===== config.mk =====
export PLATFORM = sky130hd
export DESIGN_NAME = stb_seq_ctrl
export DESIGN_NICKNAME = d
export VERILOG_FILES = /design/src/rtl/stb_seq_ctrl.sv
export SDC_FILE = /design/constraint.sdc
export NUM_CORES = 1
export LEC_CHECK = 0
export CAP_MARGIN = 5
export CELL_PAD_IN_SITES_DETAIL_PLACEMENT = 1
export CELL_PAD_IN_SITES_GLOBAL_PLACEMENT = 1
export CORE_MARGIN = 2
export CORE_UTILIZATION = 37
export DETAILED_ROUTE_END_ITERATION = 8
export PLACE_DENSITY_LB_ADDON = 0.1
export SYNTH_ARGS = -nofsm -noshare
export SYNTH_HDL_FRONTEND = slang
export SYNTH_SLANG_ARGS = --single-unit

===== constraint.sdc =====
create_clock -name clk_i -period 6.49 [get_ports clk_i]
set_input_delay 0.649 -clock clk_i [delete_from_list [all_inputs] [get_ports clk_i]]
set_output_delay 0.649 -clock clk_i [all_outputs]
set_load 0.01 [all_outputs]

===== src/rtl/stb_seq_ctrl.sv =====
// -----------------------------------------------------------------------------
// stb_seq_ctrl
//
// Sequencer for an external strobe generator. A start request resets the
// generator, waits for it to report ready (with an optional timeout), checks
// the measured period against an inclusive window, and then enables the
// output while counting a burst of strobes. Errors park the block in FAULT
// with a code until the next start or abort.
//
// Optional feature (macro STB_SEQ_PERIOD_TRACK_EN): when defined, the period
// is re-checked on every strobe edge during RUN and period_o follows it.
// When the macro is undefined, the period is checked once in CHECK and
// period_o holds during RUN.
//
// Ports
//   clk_i           rising-edge clock
//   rst_i           synchronous active-high reset
//   start_i         begin a sequence (honoured in IDLE and FAULT only)
//   abort_i         return to IDLE from any state; wins over all other inputs
//   burst_len_i     strobes per burst, 0 = continuous
//   timeout_i       WAIT_RDY cycle limit, 0 = no limit
//   period_min_i    lower bound of the accepted period (inclusive)
//   period_max_i    upper bound of the accepted period (inclusive)
//   gen_rdy_i       generator ready
//   gen_err_i       generator error
//   gen_stb_i       generator strobe (rising edges are counted)
//   gen_period_i    period measured by the generator
//   gen_rst_o       generator reset
//   run_det_o       detection enable
//   oe_o            output enable
//   busy_o          high outside IDLE and FAULT
//   done_o          one-cycle pulse at burst completion
//   err_o           high in FAULT
//   err_code_o      1 timeout, 2 period out of window, 3 generator error
//   period_o        accepted period
//   stb_cnt_o       strobes counted in the current burst
// -----------------------------------------------------------------------------
module stb_seq_ctrl #(
   parameter int unsigned T_CNT_WIDTH    = 32,
   parameter int unsigned BURST_WIDTH    = 16,
   parameter int unsigned GEN_RST_CYCLES = 4
) (
   input  logic                   clk_i,
   input  logic                   rst_i,
   input  logic                   start_i,
   input  logic                   abort_i,
   input  logic [BURST_WIDTH-1:0] burst_len_i,
   input  logic [T_CNT_WIDTH-1:0] timeout_i,
   input  logic [T_CNT_WIDTH-1:0] period_min_i,
   input  logic [T_CNT_WIDTH-1:0] period_max_i,
   input  logic                   gen_rdy_i,
   input  logic                   gen_err_i,
   input  logic                   gen_stb_i,
   input  logic [T_CNT_WIDTH-1:0] gen_period_i,
   output logic                   gen_rst_o,
   output logic                   run_det_o,
   output logic                   oe_o,
   output logic                   busy_o,
   output logic                   done_o,
   output logic                   err_o,
   output logic [1:0]             err_code_o,
   output logic [T_CNT_WIDTH-1:0] period_o,
   output logic [BURST_WIDTH-1:0] stb_cnt_o
);

   typedef enum logic [2:0] {
      ST_IDLE     = 3'd0,
      ST_GEN_RST  = 3'd1,
      ST_WAIT_RDY = 3'd2,
      ST_CHECK    = 3'd3,
      ST_RUN      = 3'd4,
      ST_DONE     = 3'd5,
      ST_FAULT    = 3'd6
   } state_t;

   localparam logic [7:0] RST_LAST = 8'(GEN_RST_CYCLES - 1);

   state_t                 state_q, state_d;
   logic [7:0]             rst_cnt_q, rst_cnt_d;
   logic [T_CNT_WIDTH-1:0] tmo_cnt_q, tmo_cnt_d;
   logic [BURST_WIDTH-1:0] burst_q, burst_d;
   logic [T_CNT_WIDTH-1:0] tmo_q, tmo_d;
   logic [T_CNT_WIDTH-1:0] pmin_q, pmin_d;
   logic [T_CNT_WIDTH-1:0] pmax_q, pmax_d;
   logic                   stb_prev_q;

   logic                   gen_rst_q, gen_rst_d;
   logic                   run_det_q, run_det_d;
   logic                   oe_q, oe_d;
   logic                   busy_q, busy_d;
   logic                   done_q, done_d;
   logic                   err_q, err_d;
   logic [1:0]             err_code_q, err_code_d;
   logic [T_CNT_WIDTH-1:0] period_q, period_d;
   logic [BURST_WIDTH-1:0] stb_cnt_q, stb_cnt_d;

   logic                   stb_edge;
   logic [BURST_WIDTH-1:0] stb_cnt_inc;

   // An inverted window (lo > hi) can never contain a value, so it always fails.
   function automatic logic in_window(input logic [T_CNT_WIDTH-1:0] p,
                                      input logic [T_CNT_WIDTH-1:0] lo,
                                      input logic [T_CNT_WIDTH-1:0] hi);
      return (p >= lo) && (p <= hi);
   endfunction

   assign stb_edge    = gen_stb_i & ~stb_prev_q;
   assign stb_cnt_inc = stb_cnt_q + 1'b1;

   always_comb begin
      state_d    = state_q;
      rst_cnt_d  = rst_cnt_q;
      tmo_cnt_d  = tmo_cnt_q;
      burst_d    = burst_q;
      tmo_d      = tmo_q;
      pmin_d     = pmin_q;
      pmax_d     = pmax_q;
      err_code_d = err_code_q;
      period_d   = period_q;
      stb_cnt_d  = stb_cnt_q;

      if (abort_i) begin
         state_d = ST_IDLE;
      end else begin
         case (state_q)
            ST_IDLE, ST_FAULT: begin
               if (start_i) begin
                  burst_d   = burst_len_i;
                  tmo_d     = timeout_i;
                  pmin_d    = period_min_i;
                  pmax_d    = period_max_i;
                  stb_cnt_d = '0;
                  rst_cnt_d = '0;
                  state_d   = ST_GEN_RST;
               end
            end
            ST_GEN_RST: begin
               if (rst_cnt_q == RST_LAST) begin
                  // Counter value 1 stands for the first WAIT_RDY cycle.
                  tmo_cnt_d = T_CNT_WIDTH'(1);
                  state_d   = ST_WAIT_RDY;
               end else begin
                  rst_cnt_d = rst_cnt_q + 8'd1;
               end
            end
            ST_WAIT_RDY: begin
               if (gen_err_i) begin
                  state_d    = ST_FAULT;
                  err_code_d = 2'd3;
               end else if (gen_rdy_i) begin
                  state_d = ST_CHECK;
               end else if ((tmo_q != '0) && (tmo_cnt_q == tmo_q)) begin
                  state_d    = ST_FAULT;
                  err_code_d = 2'd1;
               end else begin
                  tmo_cnt_d = tmo_cnt_q + 1'b1;
               end
            end
            ST_CHECK: begin
               period_d = gen_period_i;
               if (in_window(gen_period_i, pmin_q, pmax_q)) begin
                  state_d = ST_RUN;
               end else begin
                  state_d    = ST_FAULT;
                  err_code_d = 2'd2;
               end
            end
            ST_RUN: begin
               if (gen_err_i) begin
                  state_d    = ST_FAULT;
                  err_code_d = 2'd3;
               end else if (stb_edge) begin
`ifdef STB_SEQ_PERIOD_TRACK_EN
                  period_d = gen_period_i;
                  if (!in_window(gen_period_i, pmin_q, pmax_q)) begin
                     state_d    = ST_FAULT;
                     err_code_d = 2'd2;
                  end else
`endif
                  begin
                     // Burst length 0 never matches, so the count free-runs and wraps.
                     stb_cnt_d = stb_cnt_inc;
                     if ((burst_q != '0) && (stb_cnt_inc == burst_q)) begin
                        state_d = ST_DONE;
                     end
                  end
               end
            end
            ST_DONE: begin
               state_d = ST_IDLE;
            end
            default: begin
               state_d = ST_IDLE;
            end
         endcase
      end

      // Leaving FAULT (by start or abort) clears the code.
      if (state_d != ST_FAULT) begin
         err_code_d = 2'd0;
      end

      // Outputs are decoded from the next state so they line up with it.
      gen_rst_d = (state_d == ST_GEN_RST);
      run_det_d = (state_d == ST_WAIT_RDY) || (state_d == ST_RUN);
      oe_d      = (state_d == ST_RUN);
      busy_d    = (state_d != ST_IDLE) && (state_d != ST_FAULT);
      done_d    = (state_d == ST_DONE);
      err_d     = (state_d == ST_FAULT);
   end

   always_ff @(posedge clk_i) begin
      if (rst_i) begin
         state_q    <= ST_IDLE;
         stb_prev_q <= 1'b0;
         gen_rst_q  <= 1'b0;
         run_det_q  <= 1'b0;
         oe_q       <= 1'b0;
         busy_q     <= 1'b0;
         done_q     <= 1'b0;
         err_q      <= 1'b0;
         err_code_q <= 2'd0;
         period_q   <= '0;
         stb_cnt_q  <= '0;
      end else begin
         state_q    <= state_d;
         stb_prev_q <= gen_stb_i;
         gen_rst_q  <= gen_rst_d;
         run_det_q  <= run_det_d;
         oe_q       <= oe_d;
         busy_q     <= busy_d;
         done_q     <= done_d;
         err_q      <= err_d;
         err_code_q <= err_code_d;
         period_q   <= period_d;
         stb_cnt_q  <= stb_cnt_d;
      end
      // Working counters and latched settings are always rewritten before use.
      rst_cnt_q <= rst_cnt_d;
      tmo_cnt_q <= tmo_cnt_d;
      burst_q   <= burst_d;
      tmo_q     <= tmo_d;
      pmin_q    <= pmin_d;
      pmax_q    <= pmax_d;
   end

   assign gen_rst_o  = gen_rst_q;
   assign run_det_o  = run_det_q;
   assign oe_o       = oe_q;
   assign busy_o     = busy_q;
   assign done_o     = done_q;
   assign err_o      = err_q;
   assign err_code_o = err_code_q;
   assign period_o   = period_q;
   assign stb_cnt_o  = stb_cnt_q;

endmodule


==> Flow_metrics.wiki, run 1 <==
{| class="wikitable"
! Metric !! Value
|-
| Share of the yosys chip area belonging to registers || 55.05%
|-
| Initial antenna violation count || 5
|-
| Worst-case clock buffer depth || 3
|-
| Crit path launch type || input port
|-
| Die Area || 29,670 um^2
|-
| Number of failing setup endpoints in the final timing report || 0
|-
| Sequence of cells on the critical path || clkdlybuf4s50_1, ha_1, nand4_1, nor2_1, nand4b_1, or4_1, a311oi_2, xnor2_1, a21o_1
|-
| Fraction of registers with async set/reset || 0%
|-
| Nets@finish || 1,399
|-
| Min-Delay Path Class || reg2reg
|-
| Result of the run || finished, final reports clean
|-
| Top Ports || 207
|-
| Sequential cell area || 5766 um^2
|-
| Cell Area, Synth || roughly 10,000 um^2
|-
| Post-synth EDFFs || 152
|-
| Final min period || 2.987 ns
|-
| Detailed-route wire length per cell || approximately 18 um
|-
| Hpwl dp || 21,100 um
|-
| Clk_skew || 0.01281 ns
|-
| Total negative setup slack || 0 ns
|-
| Final max-slew violation count || 0
|-
| Largest driver fanout on the critical path || 4
|-
| #FFs+latches synth || 212
|-
| TritonCTS sink count || 212
|-
| FMAX || 334.8 MHz
|-
| Worst rel slew slack || 36.54%
|-
| Syn Area/Cell || around 11 um^2
|-
| Via count of the first global-routing pass || roughly 8,300
|-
| Number of buffers inserted during clock tree synthesis || 26
|-
| Drt total wl || 28,710 um
|-
| Share of layout cells above drive strength 1 || 5.912%
|-
| Post-layout total power || 3.307 mW
|-
| Final count of hold timing violations || 0
|-
| Max-capacitance violation count || 0
|-
| Footprint of the multi-input gates || 4353 um^2
|-
| Post-CTS Repair Setup Buffers || 0
|-
| Area of all placed cells without fillers || 13,870 um^2
|-
| Leakage power summed over all cells || a little over 5 nW
|-
| Horizontal extent of the die || between 150 and 200 um
|-
| Number of distinct library cells after synthesis || 63
|-
| Count of instances resized after the clock tree is built || 0
|-
| Global router's overall resource usage || 19.48%
|-
| Effective utilization at floorplan || 37.59%
|-
| Net count of the mapped netlist || between 1,000 and 1,500
|-
| First-pass iteration count of the detailed router || 4
|-
| GRT Residual Overflow || 0
|-
| Required time of the critical path || slightly below 7 ns
|-
| Placed Instance Area || roughly 13,000 um^2
|-
| H-tree lvl count || 1
|-
| Slowest cell on the critical path || sky130_fd_sc_hd__or4_1
|-
| Clock root buffer master || sky130_fd_sc_hd__clkbuf_16
|-
| TritonCTS clock tree || yes
|-
| Placement Rows || 61
|-
| Post-CTS Hold Buffers || 0
|-
| Drt initial violations || between 300 and 400
|-
| Power per standard cell area || 238.4 nW/um^2
|-
| DIE HEIGHT || 172.2 um
|-
| Port bufs || slightly above 200
|-
| Actual slew at the worst max-slew pin || 0.9519 ns
|-
| Share of the clock period used by the worst path || 46.03%
|-
| Worst setup path category || in2reg
|-
| Endpoint type of the worst setup path || flip-flop
|-
| Largest net degree at the start of global routing || 70
|-
| Filler Cells Inserted || 3,006
|-
| Critical path arrival || 3.41 ns
|-
| Antenna Violating Nets Remaining || 0
|-
| Global-route wire length before repair || 44,940 um
|-
| Number of vias in the routed layout || roughly 7,900
|-
| Setup repair after global routing missed its margin || false
|-
| Register clock-pin slew on the reported worst setup and hold paths || 0.06 ns
|-
| Later-pin clock latency in the skew report || 0.53 ns
|-
| Slowest cell delay on critical path || 0.58 ns
|-
| Placer congestion estimate || 0.7865
|-
| Layout overhead on the synthesized area || 32.49%
|-
| Instance count of the mapped netlist || between 900 and 1,000
|-
| Area of the placeable core || 27,860 um^2
|-
| DR vias/cell || about 5
|-
| Worst VDD drop || 0.0001628 V
|-
| DRC violation count after routing || 0
|-
| Most common flop cell mapped by yosys || sky130_fd_sc_hd__edfxtp_1
|-
| Yosys warning total || 0
|}
## logic make-up after synthesis
family                     count (synthesis)  synth area share [%]
xor gates and xnor gates                  87                 7.276
and+or+nand+nor                          334                 16.36
DFF                                      212                 55.05
muxes                                      2                0.1912
adders and majority gates                 67                 8.005
buffers and inverters                     98                 3.644
AOI/OAI and AO/OA                        169                 9.474
## critical path: cells and delay by family
family | cells | cell delay [ns]
XOR/XNOR | 1 | 0.14
AO/OA/AOI/OAI | 2 | 0.67
adder cells (fa/ha/maj) | 1 | 0.34
buffers and inverters | 1 | 0.51
AND/OR/NAND/NOR | 4 | 1.09
## state kept, by name, indices dropped and copies added (netlist names)
name,cells
rst_cnt_q,8
err_code_o,2
tmo_cnt_q,32
busy_o,1
run_det_o,1
period_o,32
stb_prev_q,1
err_o,1
pmax_q,32
burst_q,16
oe_o,1
stb_cnt_o,16
tmo_q,32
pmin_q,32
state_q,3
gen_rst_o,1
done_o,1
## cell type report
class	instances	area share, %
repair buffers	213	15.20
well taps	378	3.409
multi-input cells	659	31.37
clock buffers	34	5.203
flip-flops and latches	212	41.55
diodes	1	0.01804
clock inverters	14	1.371
inverters	69	1.867
## layout by cell type, fill, tap and decap left out, types with 4 or more instances in the layout
master / n
sky130_fd_sc_hd__and2_1: 4
sky130_fd_sc_hd__a211oi_1: 5
sky130_fd_sc_hd__nand4_1: 23
sky130_fd_sc_hd__o21ai_0: 37
sky130_fd_sc_hd__a21oi_1: 88
sky130_fd_sc_hd__clkinv_2: 5
sky130_fd_sc_hd__clkdlybuf4s50_1: 205
sky130_fd_sc_hd__clkinv_1: 4
sky130_fd_sc_hd__and4_1: 7
sky130_fd_sc_hd__and3_1: 10
sky130_fd_sc_hd__a31oi_1: 5
sky130_fd_sc_hd__dfxtp_1: 60
sky130_fd_sc_hd__nand2b_1: 6
sky130_fd_sc_hd__edfxtp_1: 152
sky130_fd_sc_hd__nand2_1: 106
sky130_fd_sc_hd__nor2_1: 66
sky130_fd_sc_hd__a21o_1: 7
sky130_fd_sc_hd__inv_1: 69
sky130_fd_sc_hd__or3_1: 17
sky130_fd_sc_hd__xor2_1: 64
sky130_fd_sc_hd__or2_2: 5
sky130_fd_sc_hd__nor3_1: 11
sky130_fd_sc_hd__nor2b_1: 6
sky130_fd_sc_hd__or4_1: 6
sky130_fd_sc_hd__nand3_1: 24
sky130_fd_sc_hd__clkbuf_1: 5
sky130_fd_sc_hd__clkbuf_16: 27
sky130_fd_sc_hd__buf_4: 7
sky130_fd_sc_hd__ha_1: 67
sky130_fd_sc_hd__bufinv_16: 5
sky130_fd_sc_hd__nor4_1: 21
sky130_fd_sc_hd__o211ai_1: 4
sky130_fd_sc_hd__xnor2_1: 23
## cell usage after synthesis, types with 7 or more instances
cell | count | share of area [%]
sky130_fd_sc_hd__o21ai_0 | 37 | 1.8
sky130_fd_sc_hd__a21oi_1 | 88 | 4.2
sky130_fd_sc_hd__nand2_1 | 106 | 3.8
sky130_fd_sc_hd__or3_1 | 17 | 1.0
sky130_fd_sc_hd__nor4_1 | 21 | 1.3
sky130_fd_sc_hd__and3_1 | 10 | 0.60
sky130_fd_sc_hd__nor2_1 | 68 | 2.4
sky130_fd_sc_hd__dfxtp_1 | 60 | 11
sky130_fd_sc_hd__a21o_1 | 7 | 0.50
sky130_fd_sc_hd__nand3_1 | 24 | 1.1
sky130_fd_sc_hd__nor3_1 | 11 | 0.53
sky130_fd_sc_hd__xnor2_1 | 23 | 1.9
sky130_fd_sc_hd__edfxtp_1 | 152 | 44
sky130_fd_sc_hd__and4_1 | 7 | 0.59
sky130_fd_sc_hd__nand4_1 | 23 | 1.4
sky130_fd_sc_hd__xor2_1 | 64 | 5.4
sky130_fd_sc_hd__inv_1 | 69 | 2.5
sky130_fd_sc_hd__ha_1 | 67 | 8.0
sky130_fd_sc_hd__clkbuf_1 | 24 | 0.86
## metal layers
| metal | global-route usage, % | wire length (um) | up-vias |
|---|---|---|---|
| met4 | 4.786 | 543 | 8 |
| met5 | 0 | 54 | - |
| met1 | 25.12 | 12790 | 3773 |
| met3 | 4.875 | 1682 | 40 |
| li1 | - | - | 3914 |
| met2 | 32.84 | 13640 | 171 |
## worst paths after layout
kind	startpoint	to	slack [ns]	cells after the start
worst min-delay path	period_o[30]	period_o[30]	0.45	2
worst max-delay path	gen_period_i[24]	busy_o	3.50	9
worst min register to register	period_o[30]	period_o[30]	0.45	2
worst max register to register	tmo_q[17]	tmo_cnt_q[19]	3.64	7
## where the power goes
group / internal [mW] / switching (mW) / total, mW / leakage (nW)
combinational: 0.134 / 0.118 / 0.251 / 2.72
sequential: 1.49 / 0.0200 / 1.51 / 1.90
clock: 0.976 / 0.569 / 1.55 / 0.450
total: 2.60 / 0.707 / 3.31 / 5.07
## per-stage QoR
step,utilization (%),std cells,hold slack [ns],setup slack [ns]
global placement,46.52,1531,0.4410,3.049
global route,49.80,1580,0.4774,3.359
finish,49.80,1580,0.4549,3.503
floorplan,-,969,0.4805,0.3143
detailed placement,46.52,1531,0.4490,2.922
CTS,49.80,1579,0.4596,3.474
Power figures use the tool's default switching activity.
==> inputs of run 2 (changes only) <==
clock period = 2.4 ns   (was 6.49 ns; I/O delays follow)
==> run 2 against run 1 <==
  * Routed wire length rose by 11%
  * Largest cell class unchanged
  * Highest routed layer is now met4
  * Largest power group is now registers
  * Sequential power rose to 2.7 times the previous value
  * Non-clock buffer count rose by 151
  * Sequential share of layout area fell by 3.8 points
  * The run now ends with negative setup slack left
==> Flow_metrics.wiki, run 2 (synthesis gave the netlist of run 1 again) <==
{| class="wikitable"
! Metric !! Value
|-
| Worst setup path category || reg2reg
|-
| Placed cell count || 1,666 (+8.8%)
|-
| Clk_skew || 0.01116 ns (-0.001644 ns)
|-
| Hpwl dp || 23,610 um (+12%)
|-
| Top Ports || 207 (unchanged)
|-
| Via count of the first global-routing pass || 9,152 (+10%)
|-
| Smallest setup slack after layout || -0.1250 ns (-3.628 ns)
|-
| Worst r2r src || tmo_q[17]
|-
| Most frequent cells in the layout || sky130_fd_sc_hd__clkdlybuf4s50_1 (205), sky130_fd_sc_hd__edfxtp_1 (152), sky130_fd_sc_hd__buf_4 (145)
|-
| GRT Residual Overflow || 0 (unchanged)
|-
| Effective utilization at floorplan || 37.59% (unchanged)
|-
| Die Area || 29,670 um^2 (unchanged)
|-
| FMAX || slightly below 400 MHz
|-
| Antenna Violating Nets Remaining || 0 (unchanged)
|-
| Later-pin clock latency in the skew report || 0.53 ns (about the same)
|-
| DR vias/cell || 4.997 (-0.13%)
|-
| Largest driver fanout on the critical path || 8 (+4)
|-
| Drt initial violations || 350 (-4.9%)
|-
| Port bufs || 206 (unchanged)
|-
| H-tree lvl count || 1 (unchanged)
|-
| Final max-slew violation count || 0 (unchanged)
|-
| Clock root buffer master || sky130_fd_sc_hd__clkbuf_16
|-
| Crit path launch type || flip-flop
|-
| Power per standard cell area || 562.1 nW/um^2 (+140%)
|-
| Detailed-route wire length per cell || 18.46 um (+1.6%)
|-
| Layout overhead on the synthesized area || 46.43%
|-
| Register clock-pin slew on the reported worst setup and hold paths || 0.06 ns (about the same)
|-
| Worst VDD drop || 0.0004864 V (+200%)
|-
| Critical R2R Capture || tmo_cnt_q[25]
|-
| Failing checks || negative setup slack
|-
| Drt total wl || 31,940 um (+11%)
|-
| Source of the worst hold timing path || rst_i
|-
| Post-CTS Hold Buffers || 0 (unchanged)
|-
| Worst rel slew slack || 57.24% (+21 points)
|-
| Post-layout total power || 8.620 mW (+160%)
|-
| Number of cells on the worst reg-to-reg path || 9 (+2)
|-
| Placer congestion estimate || 0.8011 (+1.9%)
|-
| Max-capacitance violation count || 0 (unchanged)
|-
| Number of buffers inserted during clock tree synthesis || 26 (unchanged)
|-
| Share of layout cells above drive strength 1 || 20.27% (+14 points)
|-
| Final min period || between 2 and 3 ns
|-
| Most common library cell in the layout ignoring fill and taps || sky130_fd_sc_hd__clkdlybuf4s50_1
|-
| Nets@finish || 1,550 (+11%)
|-
| Hold path cells || 2 (unchanged)
|-
| Min-Delay Path Class || in2reg
|-
| Area of the placeable core || 27,860 um^2 (unchanged)
|-
| Critical path arrival || 2.77 ns (-0.64 ns)
|-
| Actual slew at the worst max-slew pin || 0.6347 ns (-0.3172 ns)
|-
| DRC violation count after routing || 0 (unchanged)
|-
| Required time of the critical path || 2.64 ns (-4.27 ns)
|-
| TritonCTS sink count || 212 (unchanged)
|-
| Initial antenna violation count || 0 (-5)
|-
| Share of the clock period used by the worst path || 105.2%
|-
| Leakage power summed over all cells || 5.828 nW (+15%)
|-
| Placement Rows || 61 (unchanged)
|-
| Largest net degree at the start of global routing || 69 (-1.4%)
|-
| Global router's overall resource usage || 21.22% (+1.7 points)
|-
| Horizontal extent of the die || 172.2 um (unchanged)
|-
| TritonCTS clock tree || yes
|-
| Endpoint type of the worst setup path || flip-flop
|-
| Global-route wire length before repair || 48,740 um (+8.5%)
|-
| R2r setup slk || -0.12 ns (-3.76 ns)
|-
| Number of vias in the routed layout || 8,645 (+9.3%)
|-
| Final count of hold timing violations || 0 (unchanged)
|-
| Non-filler cells, final || 1,730 (+9.5%)
|-
| DIE HEIGHT || 172.2 um (unchanged)
|-
| Setup repair after global routing missed its margin || true
|-
| Number of failing setup endpoints in the final timing report || 37 (+37)
|-
| Result of the run || finished, violations left
|-
| Endpoint, Worst Hold || stb_cnt_o[10]
|-
| Diodes inserted || 0 (-1)
|-
| First-pass iteration count of the detailed router || 5 (+1)
|-
| Worst-case clock buffer depth || 3 (unchanged)
|}
[run 2: changes by cell type in the layout (fill, tap and decap cells not counted), sizes merged]
cell	previous run	this run
clkbuf	34	40
clkinv	9	7
diode	1	0
bufinv	5	0
inv	69	70
clkinvlp	0	1
buf	8	158
[run 2: report_power, final]
| group | total, mW | switching, mW | leakage, nW | internal [mW] |
|---|---|---|---|---|
| registers | 4.08 | 0.0504 | 1.91 | 4.03 |
| clock network | 3.72 | 1.54 | 0.395 | 2.18 |
| logic | 0.821 | 0.370 | 3.52 | 0.451 |
[run 2: worst max-delay path by stage]
stage                    endpoint              from  slack [ns]
detailed placement  err_code_o[0]   gen_period_i[6]       -0.62
global placement    err_code_o[0]  gen_period_i[29]       -0.51
finish              tmo_cnt_q[25]         tmo_q[17]       -0.12
CTS                 tmo_cnt_q[28]         tmo_q[17]       -0.18
floorplan              burst_q[0]        state_q[2]       -0.47
global route            run_det_o        pmax_q[18]       -0.23
[run 2: cell type report]
class	count	area [um^2]
clock buffers	39	760.7
clock inverters	9	48.80
fillers	2983	12520
inverters	69	259.0
multi-input cells	659	4666
flip-flops and latches	212	5783
well taps	378	473.0
repair buffers	364	3344
[run 2: timing repair]
action,in CTS,in global routing
gates resized for setup,29,52
cloned,1,1
setup buffers,9,8
pin swaps,19,28
endpoints found under the setup margin,40,47
endpoints found under the hold margin,0,0
[run 2: through the flow]
step	instance area [um^2]	hold WS [ns]	worst slack (ns)	setup TNS, ns	utilization (%)
2_1_floorplan	10530	0.3389	-0.4714	-60.52	-
3_3_place_gp	14050	0.4412	-0.5103	-8.875	50.42
3_5_place_dp	14050	0.4501	-0.6228	-11.34	50.42
4_1_cts	15070	0.1209	-0.1778	-5.902	54.10
5_1_grt	15330	0.1348	-0.2273	-5.615	55.05
6_report	15330	0.1234	-0.1250	-2.395	55.05
[run 2: worst max-delay path, cell delays in order, from the launching register on]
cell                        delay (ns)
sky130_fd_sc_hd__edfxtp_1         0.39
sky130_fd_sc_hd__nor4_1           0.29
sky130_fd_sc_hd__buf_4            0.16
sky130_fd_sc_hd__nand4_1          0.15
sky130_fd_sc_hd__nor2_2           0.18
sky130_fd_sc_hd__nor3_4           0.08
sky130_fd_sc_hd__or3_4            0.36
sky130_fd_sc_hd__a221oi_4         0.29
sky130_fd_sc_hd__buf_6            0.18
sky130_fd_sc_hd__clkbuf_16        0.16
[run 2: metal layers]
metal	global-route usage [%]	vias up	wire length, um
li1	-	4218	-
met4	6.357	0	968
met2	36.93	202	15760
met3	4.143	54	1542
met1	26.68	4171	13670
met5	0	-	0
